**config.mk**
```make
export PLATFORM = sky130hd
export DESIGN_NAME = dice_display_ctrl
export DESIGN_NICKNAME = d
export VERILOG_FILES = /design/src/rtl/dice_display_ctrl.sv
export SDC_FILE = /design/constraint.sdc
export NUM_CORES = 1
export LEC_CHECK = 0
export CORE_MARGIN = 2
export CORE_UTILIZATION = 52
export DETAILED_ROUTE_END_ITERATION = 10
export PLACE_DENSITY_LB_ADDON = 0.15
export SLEW_MARGIN = 30
export SYNTH_ARGS = -nofsm -noshare
export SYNTH_HDL_FRONTEND = slang
export SYNTH_SLANG_ARGS = --single-unit
```
**constraint.sdc**
```tcl
create_clock -name clk -period 5.15 [get_ports clk]
set_clock_uncertainty 0.2 [all_clocks]
set_input_delay 1.03 -clock clk [delete_from_list [all_inputs] [get_ports clk]]
set_output_delay 1.03 -clock clk [all_outputs]
set_load 0.01 [all_outputs]
```
**src/rtl/dice_display_ctrl.sv**
```systemverilog
// Dice roll display controller: button synchroniser/debouncer, roll FSM and 7-segment drive.
// Optional build macro DICE_DECEL_EN adds a decelerating SETTLE phase between ROLL and SHOW.
module dice_display_ctrl #(
    parameter int unsigned DEBOUNCE_CYCLES = 16,
    parameter int unsigned ANIM_PERIOD     = 8
) (
    input  logic       clk,
    input  logic       rst_n,
    input  logic       btn,
    input  logic [7:0] roll_in,
    output logic [6:0] seg,
    output logic       dp,
    output logic [2:0] result,
    output logic       roll_valid
);

    localparam int unsigned DbW   = $clog2(DEBOUNCE_CYCLES + 1);
    localparam int unsigned AnimW = (ANIM_PERIOD > 1) ? $clog2(ANIM_PERIOD) : 1;
    localparam logic [6:0]  SegDash = 7'b1000000;

`ifdef DICE_DECEL_EN
    localparam int unsigned SetW = $clog2(16 * ANIM_PERIOD);
    typedef enum logic [1:0] {StIdle, StRoll, StSettle, StShow} state_e;
`else
    typedef enum logic [1:0] {StIdle, StRoll, StShow} state_e;
`endif

    state_e state_q, state_d;

    logic             sync1_q, sync2_q;
    logic             db_q, db_d, db_prev_q;
    logic [DbW-1:0]   db_cnt_q, db_cnt_d;
    logic             press_ev, release_ev;

    logic [AnimW-1:0] anim_cnt_q, anim_cnt_d;
    logic [2:0]       disp_val_q, disp_val_d;
    logic             rel_seen_q, rel_seen_d;
    logic [2:0]       result_q, result_d;
    logic             roll_valid_q, roll_valid_d;
    logic             roll_ok, disp_ok;

`ifdef DICE_DECEL_EN
    logic [1:0]       step_q, step_d;
    logic [SetW-1:0]  set_cnt_q, set_cnt_d;
    logic [SetW-1:0]  step_last;
`endif

    // Debounce: count consecutive cycles of disagreement, flip once the run is long enough.
    always_comb begin
        db_d     = db_q;
        db_cnt_d = '0;
        if (sync2_q != db_q) begin
            if (db_cnt_q == DbW'(DEBOUNCE_CYCLES - 1)) begin
                db_d     = ~db_q;
                db_cnt_d = '0;
            end else begin
                db_cnt_d = db_cnt_q + 1'b1;
            end
        end
    end

    assign press_ev   = db_q & ~db_prev_q;
    assign release_ev = ~db_q & db_prev_q;

    assign roll_ok = (roll_in >= 8'd1) && (roll_in <= 8'd6);
    assign disp_ok = (disp_val_q >= 3'd1) && (disp_val_q <= 3'd6);

`ifdef DICE_DECEL_EN
    // Step n (0..3) lasts (2 << n) * ANIM_PERIOD cycles.
    assign step_last = SetW'(((32'd2 << step_q) * ANIM_PERIOD) - 32'd1);
`endif

    always_comb begin
        state_d      = state_q;
        anim_cnt_d   = '0;
        disp_val_d   = disp_val_q;
        rel_seen_d   = rel_seen_q;
        result_d     = result_q;
        roll_valid_d = 1'b0;
`ifdef DICE_DECEL_EN
        step_d       = step_q;
        set_cnt_d    = set_cnt_q;
`endif
        case (state_q)
            StIdle: begin
                rel_seen_d = 1'b0;
                if (press_ev) begin
                    state_d = StRoll;
                end
            end
            StRoll: begin
                anim_cnt_d = (anim_cnt_q == AnimW'(ANIM_PERIOD - 1)) ? '0 : anim_cnt_q + 1'b1;
                if (anim_cnt_q == '0 && roll_ok) begin
                    disp_val_d = roll_in[2:0];
                end
                if (release_ev) begin
                    rel_seen_d = 1'b1;
                end
                if ((rel_seen_q || release_ev) && disp_ok) begin
                    rel_seen_d = 1'b0;
`ifdef DICE_DECEL_EN
                    state_d   = StSettle;
                    step_d    = 2'd0;
                    set_cnt_d = '0;
`else
                    state_d      = StShow;
                    result_d     = disp_val_d;
                    roll_valid_d = 1'b1;
`endif
                end
            end
`ifdef DICE_DECEL_EN
            StSettle: begin
                if (set_cnt_q == step_last) begin
                    set_cnt_d = '0;
                    if (roll_ok) begin
                        disp_val_d = roll_in[2:0];
                    end
                    if (step_q == 2'd3) begin
                        state_d      = StShow;
                        result_d     = disp_val_d;
                        roll_valid_d = 1'b1;
                    end else begin
                        step_d = step_q + 2'd1;
                    end
                end else begin
                    set_cnt_d = set_cnt_q + 1'b1;
                end
            end
`endif
            StShow: begin
                if (press_ev) begin
                    state_d    = StRoll;
                    rel_seen_d = 1'b0;
                end
            end
            default: begin
                state_d = StIdle;
            end
        endcase
    end

    always_ff @(posedge clk) begin
        if (!rst_n) begin
            sync1_q      <= 1'b0;
            sync2_q      <= 1'b0;
            db_q         <= 1'b0;
            db_prev_q    <= 1'b0;
            db_cnt_q     <= '0;
            state_q      <= StIdle;
            anim_cnt_q   <= '0;
            disp_val_q   <= 3'd0;
            rel_seen_q   <= 1'b0;
            result_q     <= 3'd0;
            roll_valid_q <= 1'b0;
        end else begin
            sync1_q      <= btn;
            sync2_q      <= sync1_q;
            db_q         <= db_d;
            db_prev_q    <= db_q;
            db_cnt_q     <= db_cnt_d;
            state_q      <= state_d;
            anim_cnt_q   <= anim_cnt_d;
            disp_val_q   <= disp_val_d;
            rel_seen_q   <= rel_seen_d;
            result_q     <= result_d;
            roll_valid_q <= roll_valid_d;
        end
    end

`ifdef DICE_DECEL_EN
    always_ff @(posedge clk) begin
        if (!rst_n) begin
            step_q    <= 2'd0;
            set_cnt_q <= '0;
        end else begin
            step_q    <= step_d;
            set_cnt_q <= set_cnt_d;
        end
    end
`endif

    function automatic logic [6:0] seg_code(input logic [2:0] v);
        case (v)
            3'd1:    seg_code = 7'b0000110;
            3'd2:    seg_code = 7'b1011011;
            3'd3:    seg_code = 7'b1001111;
            3'd4:    seg_code = 7'b1100110;
            3'd5:    seg_code = 7'b1101101;
            3'd6:    seg_code = 7'b1111101;
            default: seg_code = SegDash;
        endcase
    endfunction

    always_comb begin
        seg = SegDash;
        dp  = 1'b0;
        case (state_q)
            StIdle: seg = SegDash;
            StShow: begin
                seg = seg_code(disp_val_q);
                dp  = 1'b1;
            end
            default: seg = seg_code(disp_val_q);
        endcase
    end

    assign result     = result_q;
    assign roll_valid = roll_valid_q;

endmodule

```
-- Yosys cells after proc, flatten, opt, wreduce, memory -nomap -nowiden
Index checks and enable logic that the tools add are counted.
W data, S select, Z words.
- register bits: 22
- input port bits: 11
- output and inout bits: 12
- logic and storage cells: 67
- $add $sub $neg: 2
- order comparisons: 4
- eq/ne operators: 15
- multiplexer cells: 12
- bitwise logic cells: 7
- reductions and logical operators: 16
- operators with widths (operator ; count):
    $pmux W7 S6 ; 1
    $eq A3 B3 Y1 const B ; 4
    $ge A8 B1 Y1 const B ; 1
    $le A8 B3 Y1 const B ; 1
    $reduce_and A2 Y1 ; 4
    $mux W7 ; 1
    $eq A3 B2 Y1 const B ; 2
    $reduce_or A3 Y1 ; 2
    $add A5 B1 Y5 const B ; 1
    $eq A5 B4 Y1 const B ; 1
    $mux W1 ; 5
    $not A1 Y1 ; 5
    $logic_and A1 B1 Y1 ; 4
    $mux W2 ; 2
    $ne A2 B2 Y1 const B ; 2
    $pmux W2 S2 ; 1
    $add A3 B1 Y3 const B ; 1
    $eq A3 B1 Y1 const B ; 1
    $ge A3 B1 Y1 const B ; 1
    $le A3 B3 Y1 const B ; 1
    $logic_not A3 Y1 ; 1
    $mux W3 ; 1
    $ne A3 B3 Y1 const B ; 1
    $pmux W1 S3 ; 1
    10 further kinds ; 11

-- Depth between registers and ports, before layout
- depth after elaboration: 6
- depth in mapped cells: 7
- mapped depth without buffers: 6

-- Worst setup path after synthesis
No wires, ideal clock.
- path kind: register to output
- start: reg disp_val_q[0]
- end: out seg[3]
- data arrival time: 1010 ps
- path slack: 2910 ps
- stages on the path, launching flop included: 6
- buffers on the path: 2
- path through: dfxtp_1 buf_2 nand2_1 xor2_1 nor2_1 buf_4
- cells in the longest elaborated chain, start to end: 3
- elaborated cells between the ends (all ways): 8
- those cells by class: eq/ne (6); mux (2)
- RTL lines (what ; RTL line ; RTL):
    start: declaration ; 36 ; logic [2:0] disp_val_q, disp_val_d;
    start signal: assignment ; 164 ; disp_val_q <= disp_val_d;
    $eq A3 B3 Y1 (tied with other cells) ; 184 ; case (v)
    $pmux W7 S6 (*) ; 184 ;
    $mux W7 (*) ; -- ;
    end: declaration ; 11 ; output logic [6:0] seg,
Mark *: on every way between the ends. The rest lies on a longest branch, timed or not.

-- Final worst setup path
Ends and elaborated chain as after synthesis.

==> metrics <==
Setup violations, final=0; Ys Warns=0; Mapped Cells=122; GPL Wtd Cong=0.738; via count of the first global-routing pass=790; Worst Hold Class=register to register; Crit path arrival time=about 1800 ps; post-synth cell types=31; share of layout cells above drive strength 1=5.71%; NumNets Final=157; first-pass GRT wire length=around 3300 um; Mean Syn Cell Area=8.60 sq um; period utilisation layout=between 50% and 60%; maximum fanout along the worst path=10; drt drc=0; routed wire length per instance=~12 um; RSZ-0062 raised after global routing=no; Layout area overhead=24.9%; f_max=0.334 GHz; status=completed; Cell Pwr Density=around 240 nW/um^2; sequential share of the synthesized area=a little over two fifths; DP Cell Count=163; MaxCap Viol Count=0; CTS HTree Levels=1; chip width=48.9 um; Bufs on Longest Clock Path=2; final max-slew violation count=0; fin cells=167; final hold violations=0; setup TNS=0 ps; postcts setup bufs=0; worst-skew pair later-pin latency=310 ps; # diodes=0; TritonCTS clock tree=built; total global routing overflow=0; Initial Util=54.1%; critical path class=register to output port; largest net degree at the start of global routing=14; Post-DRT Antenna Nets=0; antenna violations before repair=0; CP Data Required Time=3920 ps; syn nets=roughly 140; Hold-fix buffers, CTS=0; CP endpoint kind=output port; GRT Util Overall=18.5%; FP Rows=16; DP Worst Slack=2360 ps; Rel. slew slack=a little under two thirds; Vias/cell=5.14; hpwl dp=1460 um; CTS resizes=0; Synth Register Bits=22; DIE AREA=2390 sq um; die height=48.9 um; count of TritonRoute iterations in the first routing pass=4; Setup crit start kind=register; I/O Pins=23; vias=858; final worst slack=2160 ps; DR iter-0 viols=12; CTS Sinks=22; final worst path period need=about 3000 ps; Num CTS Buffers=3; Placeable Area=just under 2000 sq um; clock-pin slew of the registers on the worst-case setup and hold paths=120 ps; number of port buffers=22; Cell Area, Synth=around 1000 sq um; worst-margin pin slew=541 ps; clock root buffer=clkbuf_4; Leak=about 0.00046 uW; Post-Route WL=1990 um; Worst VDD drop=246 uV
report_power, final:
part           internal, uW  leakage [uW]  total (uW)  switching [uW]
Combinational          8.53      0.000257        14.1            5.58
Clock                  78.7     0.0000279         129            50.5
Sequential              171      0.000178         172           0.501
Total                   258      0.000463         315            56.6
final timing paths:
check | startpoint | endpoint | slack (ps) | depth (start not counted)
setup / recovery | disp_val_q[0]$_SDFFE_PN0N_ | seg[3] | 2160 | 4
hold reg to reg | sync1_q$_SDFF_PN0_ | sync2_q$_SDFF_PN0_ | 260 | 1
hold / removal | sync1_q$_SDFF_PN0_ | sync2_q$_SDFF_PN0_ | 260 | 1
setup reg to reg | anim_cnt_q[0]$_SDFF_PP0_ | result[0]$_SDFFE_PN0P_ | 3300 | 6
cells by family after synthesis:
group	Yosys count	synth area share [%]
AO/OA/AOI/OAI	18	10.5
XOR/XNOR	4	3.34
adder cells (fa/ha/maj)	5	5.96
buffers and inverters	14	6.44
flip-flops	22	42.0
multiplexers	4	3.81
AND/OR/NAND/NOR	55	28.0
cell type report:
| type | count | area [sq um] |
|---|---|---|
| tap | 27 | 33.8 |
| inverter | 6 | 22.5 |
| clock buffer | 3 | 22.5 |
| clock inverter | 1 | 30.0 |
| sequential | 22 | 440 |
| timing repair buffer | 22 | 220 |
| fill | 173 | 631 |
| multi-input combinational | 86 | 542 |
sequential cells by signal, summed over array words and instances (netlist names):
name,count
anim_cnt_q,3
db_cnt_q,5
db_prev_q,1
db_q,1
disp_val_q,3
rel_seen_q,1
result,3
roll_valid,1
state_q,2
sync1_q,1
sync2_q,1
layout by cell type, fill, tap and decap left out:
cell and count:
dfxtp_1 22, and4b_1 1, nor4_1 1, nor3_1 6, and2_2 1, nand2b_1 2, xnor2_1 2, nor2b_1 4
inv_1 6, nand4_1 3, xor2_1 2, clkdlybuf4s50_1 22, mux2i_1 4, nor4b_2 1, and3_1 1, nor2_1 15
a21oi_1 7, or3_1 1, bufinv_16 1, and2_1 4, o211ai_2 1, o21ai_0 6, nor3b_1 2, clkbuf_4 3
nand2_1 9, a211oi_1 3, or3_4 1, ha_1 5, nand3_1 3, o211a_1 1
stage by stage:
| step | util, % | cell area, sq um | hold slack [ps] | total power [uW] |
|---|---|---|---|---|
| after floorplan | - | 1050 | 212 | 180 |
| after detailed placement | 64.8 | 1260 | 231 | 189 |
| after global placement | 64.8 | 1260 | 236 | 189 |
| final | 67.5 | 1310 | 257 | 315 |
| after global routing | 67.5 | 1310 | 286 | 331 |
| after CTS | 67.5 | 1310 | 264 | 321 |
cell usage after synthesis:
master	instances	share of area, %
nor4b_2	1	1.4
xor2_1	2	1.7
mux2i_1	4	3.8
dfxtp_1	22	42
clkbuf_1	3	1.1
nor2_1	15	5.4
o21ai_0	6	2.9
a211oi_1	3	2.1
nand2_1	9	3.2
ha_1	5	6.0
inv_1	6	2.1
o211a_1	1	0.95
buf_2	3	1.4
buf_6	1	1.1
nand3_1	3	1.4
or3_1	1	0.60
nand2b_1	2	1.2
and2_1	4	2.4
and3_1	1	0.60
or3_4	1	1.1
xnor2_1	2	1.7
nor2b_1	4	2.4
o211ai_2	1	1.2
a21oi_1	7	3.3
and2_2	1	0.72
buf_4	1	0.72
and4b_1	1	0.95
nor3_1	6	2.9
nor3b_1	2	1.4
nand4_1	3	1.8
nor4_1	1	0.60
worst max-delay path: stages, from the launching register on:
cell,delay [ps]
dfxtp_1,500
nand2_1,100
xor2_1,150
nor2_1,140
clkdlybuf4s50_1,560
layer usage:
metal / part of all wire (%) / track usage [%] / routed length [um] / vias up
li1: - / - / - / 450
met1: 43 / 20.6 / 848 / 386
met2: 52 / 32.2 / 1030 / 20
met3: 4.4 / 6.44 / 87 / 2
met4: 1.2 / 7.14 / 24 / 0
met5: 0 / 0 / 0 / -
Note: power is estimated with default switching activity, not from simulation.
==> RTL edit 1, RTL diff (same flow settings) <==
Re-encode `state_e` (3 states) as one-hot, 3 bits wide.
--- a/src/rtl/dice_display_ctrl.sv
+++ b/src/rtl/dice_display_ctrl.sv
@@ -23,5 +23,5 @@
     typedef enum logic [1:0] {StIdle, StRoll, StSettle, StShow} state_e;
 `else
-    typedef enum logic [1:0] {StIdle, StRoll, StShow} state_e;
+    typedef enum logic [2:0] {StIdle = 3'b001, StRoll = 3'b010, StShow = 3'b100} state_e;
 `endif
 
Check against the original RTL: no difference found for any inputs over 10 cycles, from zero or initial values and one cycle with rst_n low; not proved beyond that.
==> RTL edit 1 against the original RTL <==
Final cell count grew 11%. Sequential cell count grew 1. Via count grew 26%. Hold slack lost 5.1 ps. Non-clock buffer count is the same. Design area grew 11%. Routed wire length grew 32%. Highest routed layer unchanged. Total power shrank 10%. Synthesized cell count grew 15%. Synthesized area grew 16%. Worst setup slack lost 230 ps.
==> RTL edit 1: results <==
{
  "status": "finished clean",
  "crit_fanout": 6,
  "wl_mm": 2.63,
  "tns_ps": 0,
  "yosys_warnings": 0,
  "worstPathArrival_ps": 1990,
  "grt_pass1_wl_mm": 4.35,
  "cts.path.max_buffers": 2,
  "dp_hpwl_mm": 1.95,
  "placed_area_um2": 1430,
  "post_cts_buffers": 0,
  "p_leak_nw": 0.523,
  "grt_pass1_vias": 1001,
  "drive_gt1_frac": 0.0633,
  "synthArstFlopShare": 0,
  "crit_family": "simple AND/OR/NAND/NOR gates",
  "yosysSeqAreaShare": 0.377,
  "cpPeakStageDelay_ps": 500,
  "stdcell_count": 186,
  "gp_congestion": 0.918,
  "powerDensity_nw_per_um2": 193,
  "track_usage": 0.215,
  "ys_types": 46,
  "largest_reg_flops": 5,
  "drt_iter0_drc": 27,
  "peakVddDrop_mv": 0.198,
  "relSlewSlack": 0.514,
  "fillCellCount": 199,
  "grt_antenna_before_repair": 0,
  "path_clk_slew_ps": 130,
  "place_ws_ps": 2110,
  "viasPerCell": 5.79,
  "io_buffers": 22,
  "synthTopCellsByArea": "dfxtp_1 (38%), ha_1 (5.1%), nor2_1 (4.9%)",
  "synth_commonest_cells": "dfxtp_1 (23), nor2_1 (16), inv_1 (11)",
  "syn_nets": 156,
  "avgSynthCellArea_um2": 8.72,
  "place_inst": 182,
  "ys_ff_latch": 23,
  "synth_ff_type": "dfxtp_1"
}
==> RTL edit 1: cell families after synthesis <==
family,count (synthesis),synth area share
compound gates,35,0.202
buf+inv,19,0.0727
fa+ha+maj,5,0.0512
xor+xnor,4,0.0287
mux,1,0.00820
simple gates,53,0.260
flops,23,0.377
==> RTL edit 1: worst paths after layout <==
path                                 to  cells after the start  slack (ps)                startpoint
min                  sync2_q$_SDFF_PN0_                      1         250        sync1_q$_SDFF_PN0_
max                              seg[6]                      4        1930   state_q[2]$_SDFFE_PN0P_
min reg2reg          sync2_q$_SDFF_PN0_                      1         250        sync1_q$_SDFF_PN0_
max reg2reg  disp_val_q[2]$_SDFFE_PN0N_                      6        3060  anim_cnt_q[0]$_SDFF_PP0_
==> RTL edit 1: final cells by class <==
cell class	count	area share
Inverter	11	0.0283
Clock inverter	1	0.00342
Clock buffer	3	0.0154
Tap cell	28	0.0240
Multi-Input combinational cell	98	0.463
Sequential cell	23	0.315
Timing Repair Buffer	22	0.151
==> RTL edit 1: through the flow <==
| stage | hold WS (ps) | total power, mW |
|---|---|---|
| after floorplan | 212 | 0.192 |
| after global placement | 214 | 0.202 |
| after detailed placement | 223 | 0.203 |
| after CTS | 255 | 0.286 |
| after global routing | 287 | 0.297 |
| final | 251 | 0.282 |
==> RTL edit 1: layer usage <==
| layer | vias to the layer above | global-route usage | routed length [um] |
|---|---|---|---|
| met4 | 0 | 0.0726 | 30 |
| li1 | 539 | - | - |
| met2 | 38 | 0.381 | 1370 |
| met3 | 4 | 0.0600 | 161 |
| met1 | 496 | 0.245 | 1070 |
| met5 | - | 0 | 0 |
==> RTL edit 1: where the power goes <==
group          switching, mW  leakage [nW]  internal [mW]
combinational         0.0110         0.320        0.00929
sequential          0.000509         0.186          0.179
clock                 0.0536        0.0177         0.0290
total                 0.0652         0.523          0.217
==> RTL edit 2, RTL diff (config.mk and constraints unchanged) <==
Without the edit above. The parameter `ANIM_PERIOD` goes from 8 to 32.
--- a/src/rtl/dice_display_ctrl.sv
+++ b/src/rtl/dice_display_ctrl.sv
@@ -3,5 +3,5 @@
 module dice_display_ctrl #(
     parameter int unsigned DEBOUNCE_CYCLES = 16,
-    parameter int unsigned ANIM_PERIOD     = 8
+    parameter int unsigned ANIM_PERIOD     = 32
 ) (
     input  logic       clk,
Behaviour: same outputs for any inputs over 10 cycles, from zero or initial values and one cycle with rst_n low; that may be too few to reach the edited logic, so the function may still have changed.
==> RTL edit 2 against the original RTL <==
Routed wire length rose by 12%. Worst setup slack got worse by 36 ps. Design area rose by 10%. First-iteration DRC count rose by 17%. Critical path depth did not move. Synthesized area rose by 12%. Sequential power rose by 9%. Clock power rose by 4%. Fmax fell by 1.2%. Sequential cell count rose by 2. Total power rose by 7.1%. Hold slack got worse by 4.1 ps. Count of clock-buffer cells in the layout did not move. Synthesized cell count rose by 12%. Largest power group unchanged. Highest routed layer unchanged.
==> RTL edit 2: results <==
{
  "status": "finished clean",
  "synthArstFlopShare": 0,
  "critPathSlowestCell": "dfxtp_1",
  "synthTopCellsByArea": "dfxtp_1 (41%), nor2_1 (6.1%), nand2_1 (5.4%)",
  "synth_compound_area_frac": 0.113,
  "synthMuxAreaShare": 0.0341,
  "ys_types": 37,
  "yosys_warnings": 0,
  "slew_viol_final": 0,
  "dp_hpwl_mm": 1.67,
  "relSlewSlack": 0.763,
  "setup_violations": 0,
  "p_leak_nw": 0.515,
  "pg_comb_uw": 15.9,
  "antennaDiodeCount": 0,
  "clk_latency_ps": 310,
  "grt_max_degree": 15,
  "path_clk_slew_ps": 130,
  "cts.path.max_buffers": 2,
  "postCtsResizedCells": 0,
  "postSynthCellCount": 137,
  "crit_fanout": 10,
  "pwr-share-seq": 0.554,
  "cts_buffers": 3,
  "drt-pass1-iter-count": 4,
  "synth_xor_area_frac": 0.0448,
  "via_count": 969,
  "pwr-share-comb": 0.047,
  "syn_nets": 153,
  "swShare": 0.188,
  "peakVddDrop_mv": 0.185,
  "worstPathArrival_ps": 1800,
  "cpPeakStageDelay_ps": 560,
  "htree_levels": 1,
  "track_usage": 0.186,
  "placed_area_um2": 1390,
  "drc": 0,
  "gp_congestion": 0.779,
  "holdCritPathClass": "register to register",
  "stdcell_count": 186,
  "io_buffers": 22,
  "synth_ff_type": "dfxtp_1",
  "yosys.area_share.adder": 0.0533,
  "grt_antenna_before_repair": 0,
  "drive_gt1_frac": 0.0570,
  "yosysSeqAreaShare": 0.409,
  "post_cts_buffers": 0,
  "clock-root-buffer": "clkbuf_4",
  "drt_iter0_drc": 14,
  "grt_pass1_wl_mm": 3.68,
  "synth_commonest_cells": "dfxtp_1 (24), nor2_1 (19), nand2_1 (17)",
  "grt_pass1_vias": 882,
  "wl_mm": 2.24,
  "crit_family": "flip-flops",
  "fin_nets": 175,
  "place_ws_ps": 2210,
  "reg.largest.list": "anim_cnt_q (5), db_cnt_q (5)"
}
[RTL edit 2: path summary, 6_finish.rpt]
path / start / endpoint / slack [ps] / cells after the start
max: disp_val_q[0]$_SDFFE_PN0P_ / seg[3] / 2120 / 4
min reg2reg: sync1_q$_SDFF_PN0_ / sync2_q$_SDFF_PN0_ / 250 / 1
max reg2reg: anim_cnt_q[0]$_SDFF_PP0_ / anim_cnt_q[2]$_SDFF_PP0_ / 3390 / 5
min: sync1_q$_SDFF_PN0_ / sync2_q$_SDFF_PN0_ / 250 / 1
[RTL edit 2: cell type report]
type,count,area (um^2)
fill,197,723
multi-input combinational,100,628
sequential,24,480
timing repair buffer,22,220
tap,28,35.0
clock inverter,1,30.0
inverter,8,30.0
clock buffer,3,22.5
[RTL edit 2: layer usage]
layer,wire (um),share of wire,up-vias,global-route usage
li1,-,-,506,-
met1,1080,0.48,443,0.231
met2,1060,0.47,18,0.314
met3,80,0.036,2,0.0259
met4,17,0.0076,0,0.0921
met5,0,0,-,0
